[config.mk]
export PLATFORM = sky130hd
export DESIGN_NAME = vec_add_arbiter
export DESIGN_NICKNAME = d
export VERILOG_FILES = /design/src/rtl/vec_add_arbiter.sv
export SDC_FILE = /design/constraint.sdc
export NUM_CORES = 1
export LEC_CHECK = 0
export CAP_MARGIN = 20
export CELL_PAD_IN_SITES_DETAIL_PLACEMENT = 1
export CELL_PAD_IN_SITES_GLOBAL_PLACEMENT = 1
export CORE_MARGIN = 2
export CORE_UTILIZATION = 13
export CTS_CLUSTER_SIZE = 20
export DETAILED_ROUTE_END_ITERATION = 6
export PLACE_DENSITY_LB_ADDON = 0.1
export SYNTH_ARGS = -nofsm -noshare
export SYNTH_HDL_FRONTEND = slang
export SYNTH_SLANG_ARGS = --single-unit
[constraint.sdc]
create_clock -name clk -period 2.11 [get_ports clk]
set_clock_uncertainty 0.15 [all_clocks]
set_input_delay 0.422 -clock clk [delete_from_list [all_inputs] [get_ports clk]]
set_output_delay 0.422 -clock clk [all_outputs]
set_load 0.05 [all_outputs]
[src/rtl/vec_add_arbiter.sv]
// Two-requester round-robin front end for a shared vector adder.
// A tag FIFO records issue order so the results go back to the requester that issued them.
`ifndef MAX_EMBEDDING_DIM
`define MAX_EMBEDDING_DIM 4
`endif
`ifndef INTEGER_WIDTH
`define INTEGER_WIDTH 8
`endif

module vec_add_arbiter #(
  parameter int VEC_LEN    = `MAX_EMBEDDING_DIM,
  parameter int DATA_WIDTH = `INTEGER_WIDTH,
  parameter int TAG_DEPTH  = 4
) (
  input  logic                               clk,
  input  logic                               rst,
  input  logic                               r0_vld,
  output logic                               r0_rdy,
  input  logic [VEC_LEN-1:0][DATA_WIDTH-1:0] r0_a,
  input  logic [VEC_LEN-1:0][DATA_WIDTH-1:0] r0_b,
  input  logic                               r1_vld,
  output logic                               r1_rdy,
  input  logic [VEC_LEN-1:0][DATA_WIDTH-1:0] r1_a,
  input  logic [VEC_LEN-1:0][DATA_WIDTH-1:0] r1_b,
  output logic                               add_vld,
  input  logic                               add_rdy,
  output logic [VEC_LEN-1:0][DATA_WIDTH-1:0] add_a,
  output logic [VEC_LEN-1:0][DATA_WIDTH-1:0] add_b,
  input  logic                               sum_vld,
  output logic                               sum_rdy,
  input  logic [VEC_LEN-1:0][DATA_WIDTH-1:0] sum_in,
  output logic                               o0_vld,
  input  logic                               o0_rdy,
  output logic [VEC_LEN-1:0][DATA_WIDTH-1:0] o0_sum,
  output logic                               o1_vld,
  input  logic                               o1_rdy,
  output logic [VEC_LEN-1:0][DATA_WIDTH-1:0] o1_sum,
  output logic [$clog2(TAG_DEPTH):0]         inflight,
  output logic                               err
);

  localparam int PW = $clog2(TAG_DEPTH);
  localparam logic [PW:0] FULL_CNT = (PW+1)'(TAG_DEPTH);

  typedef enum logic {IDLE, LOCKED} state_t;

  state_t          state_q, state_d;
  logic [1:0]      rst_sync_q;
  logic            rst_n_int;
  logic            rr_q, gnt_q, gnt, gnt_vld;
  logic [TAG_DEPTH-1:0] tags_q;
  logic [PW-1:0]   wr_ptr_q, rd_ptr_q;
  logic [PW:0]     count_q;
  logic            full, empty, head, push, pop;

  // Assertion propagates asynchronously; release reaches the core two edges later.
  always_ff @(posedge clk or negedge rst) begin
    if (!rst) rst_sync_q <= '0;
    else      rst_sync_q <= {rst_sync_q[0], 1'b1};
  end
  assign rst_n_int = rst_sync_q[1];

  assign full  = (count_q == FULL_CNT);
  assign empty = (count_q == '0);
  assign head  = tags_q[rd_ptr_q];

  always_comb begin
    state_d = state_q;
    gnt     = 1'b0;
    if (state_q == LOCKED)      gnt = gnt_q;
    else if (r0_vld && r1_vld)  gnt = rr_q;
    else                        gnt = r1_vld;
    gnt_vld = gnt ? r1_vld : r0_vld;
    // No bypass: a same-cycle pop does not free a slot for issue.
    add_vld = rst_n_int & gnt_vld & ~full;
    push    = add_vld & add_rdy;
    r0_rdy  = push & ~gnt;
    r1_rdy  = push & gnt;
    add_a   = '0;
    add_b   = '0;
    if (add_vld) begin
      add_a = gnt ? r1_a : r0_a;
      add_b = gnt ? r1_b : r0_b;
    end
    case (state_q)
      IDLE:    if (add_vld && !add_rdy) state_d = LOCKED;
      LOCKED:  if (push)                state_d = IDLE;
      default:                          state_d = IDLE;
    endcase
  end

  always_comb begin
    sum_rdy = ~empty & (head ? o1_rdy : o0_rdy);
    pop     = sum_vld & sum_rdy;
    o0_vld  = sum_vld & ~empty & ~head;
    o1_vld  = sum_vld & ~empty & head;
    o0_sum  = '0;
    o1_sum  = '0;
    if (o0_vld) o0_sum = sum_in;
    if (o1_vld) o1_sum = sum_in;
  end

  assign inflight = count_q;

  always_ff @(posedge clk or negedge rst_n_int) begin
    if (!rst_n_int) begin
      state_q  <= IDLE;
      rr_q     <= 1'b0;
      gnt_q    <= 1'b0;
      tags_q   <= '0;
      wr_ptr_q <= '0;
      rd_ptr_q <= '0;
      count_q  <= '0;
      err      <= 1'b0;
    end else begin
      state_q <= state_d;
      if (state_q == IDLE && state_d == LOCKED) gnt_q <= gnt;
      if (push) begin
        rr_q             <= ~gnt;
        tags_q[wr_ptr_q] <= gnt;
        wr_ptr_q         <= wr_ptr_q + 1'b1;
      end
      if (pop) rd_ptr_q <= rd_ptr_q + 1'b1;
      case ({push, pop})
        2'b10:   count_q <= count_q + 1'b1;
        2'b01:   count_q <= count_q - 1'b1;
        default: count_q <= count_q;
      endcase
      if (sum_vld && empty) err <= 1'b1;
    end
  end

endmodule

# Word level (Yosys, flattened, before mapping)

Cells that the tools add are included.

Output and inout port bits: 138
Register bits after elaboration: 17
Bits of input ports: 168
Word-level logic and storage cells: 61

Multiplexer cells: 19
Bitwise operators: 15
Equal/unequal tests: 3
$add $sub $neg: 4
Magnitude comparators: 3
Reduce and logical (&&, ||, !) cells: 8

Operators by type and width:

| kind                                                                          | count |
|---|---|
| 32-bit 2-to-1 mux                                                             | 6 |
| 1-bit AND                                                                     | 10 |
| 1-bit 2-to-1 mux                                                              | 8 |
| 2-bit by 3-bit less-than comparator with 1-bit output (second input constant) | 2 |
| 3-bit case mux with 2 select lines                                            | 1 |
| 1-bit logical AND                                                             | 5 |
| 1-bit NOT                                                                     | 5 |
| 2-bit by 1-bit adder with 2-bit output (second input constant)                | 2 |
| 4-bit bitwise mux                                                             | 1 |
| 3-bit by 1-bit adder with 3-bit output (second input constant)                | 1 |
| 3-bit == test (second input constant)                                         | 1 |
| 3-bit zero test                                                               | 1 |
| 3-bit by 1-bit subtractor with 3-bit output (second input constant)           | 1 |
| 1-bit binary-select mux with 2-bit select                                     | 1 |
| 1-bit demux with 2-bit select                                                 | 1 |
| 2-bit by 1-bit == test with 1-bit output (second input constant)              | 1 |
| 2-bit == test (second input constant)                                         | 1 |
| 2-bit by 1-bit >= comparator with 1-bit output (second input constant)        | 1 |
| 1-bit case mux with 2 select lines                                            | 1 |
| 2-bit nonzero test                                                            | 1 |
| 1-bit zero test                                                               | 1 |

# Logic depth before layout (Yosys ltp)

Word-level depth: 10
Mapped depth: 13

# Least setup slack after synthesis

Ideal clock, no wire load.

Path type: reg2out
Start point: register count_q[2] (netlist: inflight[2])
End point: output r1_rdy
Cell stages (with the launch flop): 9
Slack: -0.851 ns
Buffers on the path: 1
Arrival: 2.389 ns
Cells stage by stage: dfrtp_1 nor3b_1 nand2b_4 a211o_4 inv_4 and2_4 buf_6 inv_4 nor2_1

Word-level cells in the longest chain between the ends: 5

RTL lines:

| item                   | RTL line | RTL |
|---|---|---|
| start, declared        | 53       | `logic [PW:0] count_q;` |
| start signal, assigned | 125      | `2'b10: count_q <= count_q + 1'b1;` |
| start signal, assigned | 126      | `2'b01: count_q <= count_q - 1'b1;` |
| start signal, assigned | 127      | `default: count_q <= count_q;` |
| 3-bit == test          | 63       | `assign full = (count_q == FULL_CNT);` |
| 1-bit NOT              | 75       | `add_vld = rst_n_int & gnt_vld & ~full;` |
| 1-bit AND              | 75       |  |
| net add_vld            | 25       | `output logic add_vld,` |
| 1-bit AND              | 76       | `push = add_vld & add_rdy;` |
| 1-bit AND              | 78       | `r1_rdy = push & gnt;` |
| end, declared          | 22       | `output logic r1_rdy,` |

The timed path passes the listed nets, and every way through them passes these cells.

==> results.txt <==
Status = complete, but fails checks
Failing checks = negative setup slack
Synth area leader = mux2i_1
Die X-Extent = 137 µm
Sw Pwr = 7.73 mW
Combinational Power Share = 93.5%
Gpl congestion = 0.764
Number of buffers inserted by hold repair at cts = 0
Commonest cells in the netlist = nor2_1, mux2i_1, nand2_1
Int Pwr = 8.05 mW
Maximum clock path buffer count = 2
Sequential cell area = 430 µm²
Setup ws final = -417 ps
Total CTS buffers = 3
Avg Inst Size Synth = 6.89 µm²
Overflow after GRT = 0
Clock root buffer = clkbuf_16
Clock power share = 2.4%
Antenna violations before repair = 1
Synth top area cells = mux2i_1, nor2_1, dfrtp_1
Syn Inst Count = 335
Initial core utilization = 13.3%
Area delta synth->final = 345%
Total GRT Usage = 19.6%
Top Metal Used = met4
CP max FO = 6
Net count after synthesis = 509
Hold Crit Class = register to async pin
Pre-CTS WS = -732 ps
Wire length per cell = 21.6 µm
Worst setup EP type = primary output
Static Leak = 3.81 nW
Synth cell types = 33
RSZ-0062 raised after global routing = true
Top_reg_cell synth = dfrtp_1
Multi-input gate area = 3680 µm²
Cell Pwr Density = 1530 nW/µm²
Worst-path cell chain = nor2b_4, o31a_4, buf_12, buf_16, mux2i_4, nor2_4, buf_12
Reg power frac = 4.1%
Fmax = 0.396 GHz
Final setup TNS = -42,140 ps
DP Wirelength = 13,500 µm
Vias in the first global route = 4,642
Post-synthesis sequential area ratio = 18.4%
Most frequent cell after synthesis = nor2_1
Period utilisation layout = 120%
Final min period = 2530 ps
Final hold violations = 0
CTS tree = built
WL final = 20,200 µm
Final Instance Area = 10,300 µm²
CP max stage delay = 430 ps
TritonRoute pass-1 iters = 4
M1 WL = 6510 µm
Worst path arrival time = 1950 ps
Synth async-reset ratio = 100%
Post-DP Area = 7940 µm²
# DRC = 0
Antenna viol nets, final = 0
Worst Tran Pin Value = 502 ps
Port bufs = 305
EDFF count, synth = 0
Die Span Y = 137 µm
CP Class = register to primary output
Nets = 881
CP Launch Type = register
First-pass GRT wire length = 27,800 µm
Crit path top cell by count = buf_12
Largest net degree at the start of global routing = 18
Met3 wire length = 2000 µm
Overall Power = 15.8 mW
Vias = 4,005
Layout cells sized above 1 = 67.8%
#FFs+latches synth = 17
Clk_lat worst skew = 240 ps
Critical path required time = 1540 ps
WL met2 = 11,600 µm
Core area = 17,400 µm²
Htree depth = 1
Die Footprint = 18,800 µm²
IR drop worst, VDD = 0.00101 V
Synthesis warning total = 0
Slew margin rel. = 66.4%
Utilization after layout = 59.2%
Site Rows = 48
I/O pins = 306
Iter 0 DRT Violations = 43
Fillers = 1,652
Via-to-Cell Ratio = 4.29
Max_cap viols = 0
# setup viols final = 136
Switching Share = 49.0%
Synth Cell Area = 2310 µm²
Clock sink count = 17
Clk slew on worst S/H paths = 50 ps
Crit-path slowest cell = o31a_4
Yosys top cell area share = 30.3%
Max-slew violations = 0
-- worst max-delay path: cells and delay by family (launching register included) --
family          cells  cell delay, ps
compound gates      1             430
buf+inv             3             490
mux                 1             200
flops               1             410
simple gates        2             180
-- logic make-up (layout without fill, tap and decap cells) --
family | after synthesis | after routing | share of synthesized area, %
adders and majority gates | 6 | 6 | 3.58
and+or+nand+nor | 181 | 181 | 30.9
AOI/OAI and AO/OA | 18 | 18 | 6.01
muxes | 73 | 73 | 32.0
DFF | 17 | 17 | 18.4
other | 1 | 4 | 0.162
xor gates and xnor gates | 5 | 5 | 1.90
buffers and inverters | 34 | 405 | 7.04
-- per-stage QoR --
| step | hold slack (ps) | instances |
|---|---|---|
| 4_1_cts | 138 | 919 |
| 2_1_floorplan | -23.6 | 335 |
| 6_report | 130 | 934 |
| 5_1_grt | 174 | 932 |
| 3_5_place_dp | 136 | 884 |
| 3_3_place_gp | 124 | 884 |
-- repair_timing --
action	4_1_cts	5_1_grt
setup buffers	16	9
endpoints found under the hold margin	0	0
pin swaps	71	64
cloned	17	6
gates resized for setup	209	107
setup endpoints to repair	139	138
-- state kept, by name, indices dropped and copies added (netlist names) --
signal / cells
tags_q: 4
inflight: 3
rd_ptr_q: 2
rst_sync_q: 2
wr_ptr_q: 2
err: 1
gnt_q: 1
rr_q: 1
state_q: 1
-- cells in the final DEF (no fill, tap or decap), drive strengths merged --
master	count
buf	220
clkdlybuf4s50	165
nor2	137
mux2i	70
nand2	34
dfrtp	17
clkbuf	10
a31oi	8
inv	7
ha	5
diode	3
xor2	3
mux2	3
xnor2	2
a21o	2
dlygate4sd2	2
nor3b	2
nand2b	2
o31a	2
nor3	2
a21bo	1
a211o	1
clkinv	1
nor2b	1
and2	1
and3	1
o21a	1
a21oi	1
or2	1
o31ai	1
o41ai	1
fa	1
conb	1
-- worst paths after layout --
| path | start | to | slack [ps] | depth (start not counted) |
|---|---|---|---|---|
| min in group clk | rst_sync_q[0]$_DFF_PN0_ | rst_sync_q[1]$_DFF_PN0_ | 240 | 0 |
| hold reg to reg | rst_sync_q[1]$_DFF_PN0_ | rr_q$_DFFE_PN0P_ | 130 | 1 |
| hold / removal | rst_sync_q[1]$_DFF_PN0_ | rr_q$_DFFE_PN0P_ | 130 | 1 |
| setup reg to reg | inflight[0]$_DFFE_PN0P_ | inflight[2]$_DFFE_PN0P_ | -360 | 13 |
| max in group asynchronous | rst | rst_sync_q[0]$_DFF_PN0_ | 1460 | 1 |
| setup / recovery | rr_q$_DFFE_PN0P_ | add_b[23] | -420 | 7 |
-- power groups by stage --
stage	Clock, mW	Combinational, mW	Sequential [mW]
after floorplan	0	5.87	0.746
after global placement	0	10.6	0.595
after detailed placement	0	10.7	0.610
after CTS	0.387	13.5	0.630
after global routing	0.416	15.3	0.660
final	0.379	14.8	0.641
-- layer usage --
metal	vias to the layer above	GRT usage (%)
li1	1865	-
met1	1950	19.8
met2	186	38.5
met3	4	7.51
met4	0	2.58
met5	-	0
-- final cells by class --
| type | count | share of cell area [%] |
|---|---|---|
| Sequential cell | 17 | 4.19 |
| Antenna cell | 3 | 0.0730 |
| Tap cell | 225 | 2.74 |
| Clock buffer | 4 | 0.767 |
| Inverter | 8 | 0.438 |
| Timing Repair Buffer | 393 | 56.0 |
| Multi-Input combinational cell | 284 | 35.8 |
No activity file was read; power rests on OpenSTA's default activity.
==> RTL edit (config.mk and constraints unchanged) <==
Change the macro `INTEGER_WIDTH` from 8 to 7.
--- a/src/rtl/vec_add_arbiter.sv
+++ b/src/rtl/vec_add_arbiter.sv
@@ -4,7 +4,7 @@
 `define MAX_EMBEDDING_DIM 4
 `endif
 `ifndef INTEGER_WIDTH
-`define INTEGER_WIDTH 8
+`define INTEGER_WIDTH 7
 `endif
 
 module vec_add_arbiter #(
Interface: changed (9 resized); port bits go from 306 to 270. The function was not compared with the original's and may differ.
==> RTL edit against the original RTL <==
The run still ends with setup timing left. Sequential cell count unchanged. Clock power up 1%. Register-to-register slack better by 0.09 ns. Non-clock buffer count shrank 19. Routed wire length fell by 20%. Final area is 8.2% lower. Setup slack got worse by 0.018 ns. Synthesized cell count decreased by 7.5%. Cell count decreased by 4.7%. Power decreased by 15%. Synthesized area shrank 2.6%. Critical endpoint is now add_b[8]. Largest power group unchanged.
==> RTL edit: results (changes against the original RTL) <==
* RD Place Congestion: 0.737, -3.6%
* via count: 3686, -8.0%
* pin count of the biggest net entering global routing: 16, -2
* reported leakage power: 0.00355 uW, -6.9%
* number of gates given a new drive strength after cts: 316, +51%
* number of distinct library cell variants in the gate-level netlist after synthesis: 38, +15%
* quantity of I/O buffers inserted on ports: 269, -12%
* setup-violating endpoint count in the final report: 120, -12%
* length of the first detailed-routing pass in iterations: 3, -1
* maximum VDD drop: 0.527 mV, -48%
* met2 wire len: 9370 um, -19%
* global-route met3 utilization: 0.0322, -0.0429
* average detailed-routed wire length per instance: 18.2 um, -16%
* timing startpoint of the critical path: state_q$_DFF_PN0_
* number of global-route vias before repair: 4205, -9.4%
* slowest cell on the critical path: sky130_fd_sc_hd__dfrtp_2
* Critical Path End: add_b[8]
* violated checks: setup timing
* outcome: complete, but fails checks
* initial DRC count: 57, +33%
* signal arrival time at the worst endpoint: 1.97 ns, +0.02 ns
* final setup margin: -0.434 ns, -0.0176 ns
* complex-gate fraction of the synthesized area: 0.0601, -0.0000633
* Worst R2R Setup Slack: -0.27 ns, +0.09 ns
* xor/xnor cell area share of the yosys netlist: 0.0195, +0.000506
* transition time at the pin with the least slew margin: 0.510 ns, +0.00817 ns
* number of filler instances in the final layout: 1687, +2.1%
* global-route wire length before repair: 23900 um, -14%
* worst slack after detailed placement: -0.708 ns, +0.0241 ns
* part of the Yosys area used for sequential elements: 0.189, +0.00492
* setup fix buffers added after clock tree synthesis: 26, +10
* path depth of the worst reg2reg path: 11, -2
* Antenna diodes: 0, -3
-- RTL edit: power breakdown --
part / internal [uW] / total (uW) / leakage [uW] / switching [uW]
combinational: 6210 / 12400 / 0.00331 / 6200
sequential: 479 / 627 / 0.000195 / 148
clock: 254 / 383 / 0.0000409 / 129
total: 6940 / 13400 / 0.00355 / 6480
-- RTL edit: kinds of logic (layout without fill, tap and decap cells) --
kind of cell / Yosys count / count (layout)
AOI/OAI and AO/OA: 15 / 15
xor gates and xnor gates: 5 / 5
adders and majority gates: 6 / 6
buffers and inverters: 35 / 390
DFF: 17 / 17
muxes: 67 / 67
other: 1 / 1
and+or+nand+nor: 164 / 164
-- RTL edit: area by class of cell --
type	count	area, sq um	share of cell area
clock inverters	1	5.00	0.000530
inverters	12	50.0	0.00530
flip-flops and latches	17	432	0.0457
multi-input cells	258	3600	0.382
clock buffers	3	75.1	0.00796
repair buffers	374	4990	0.529
well taps	225	282	0.0298
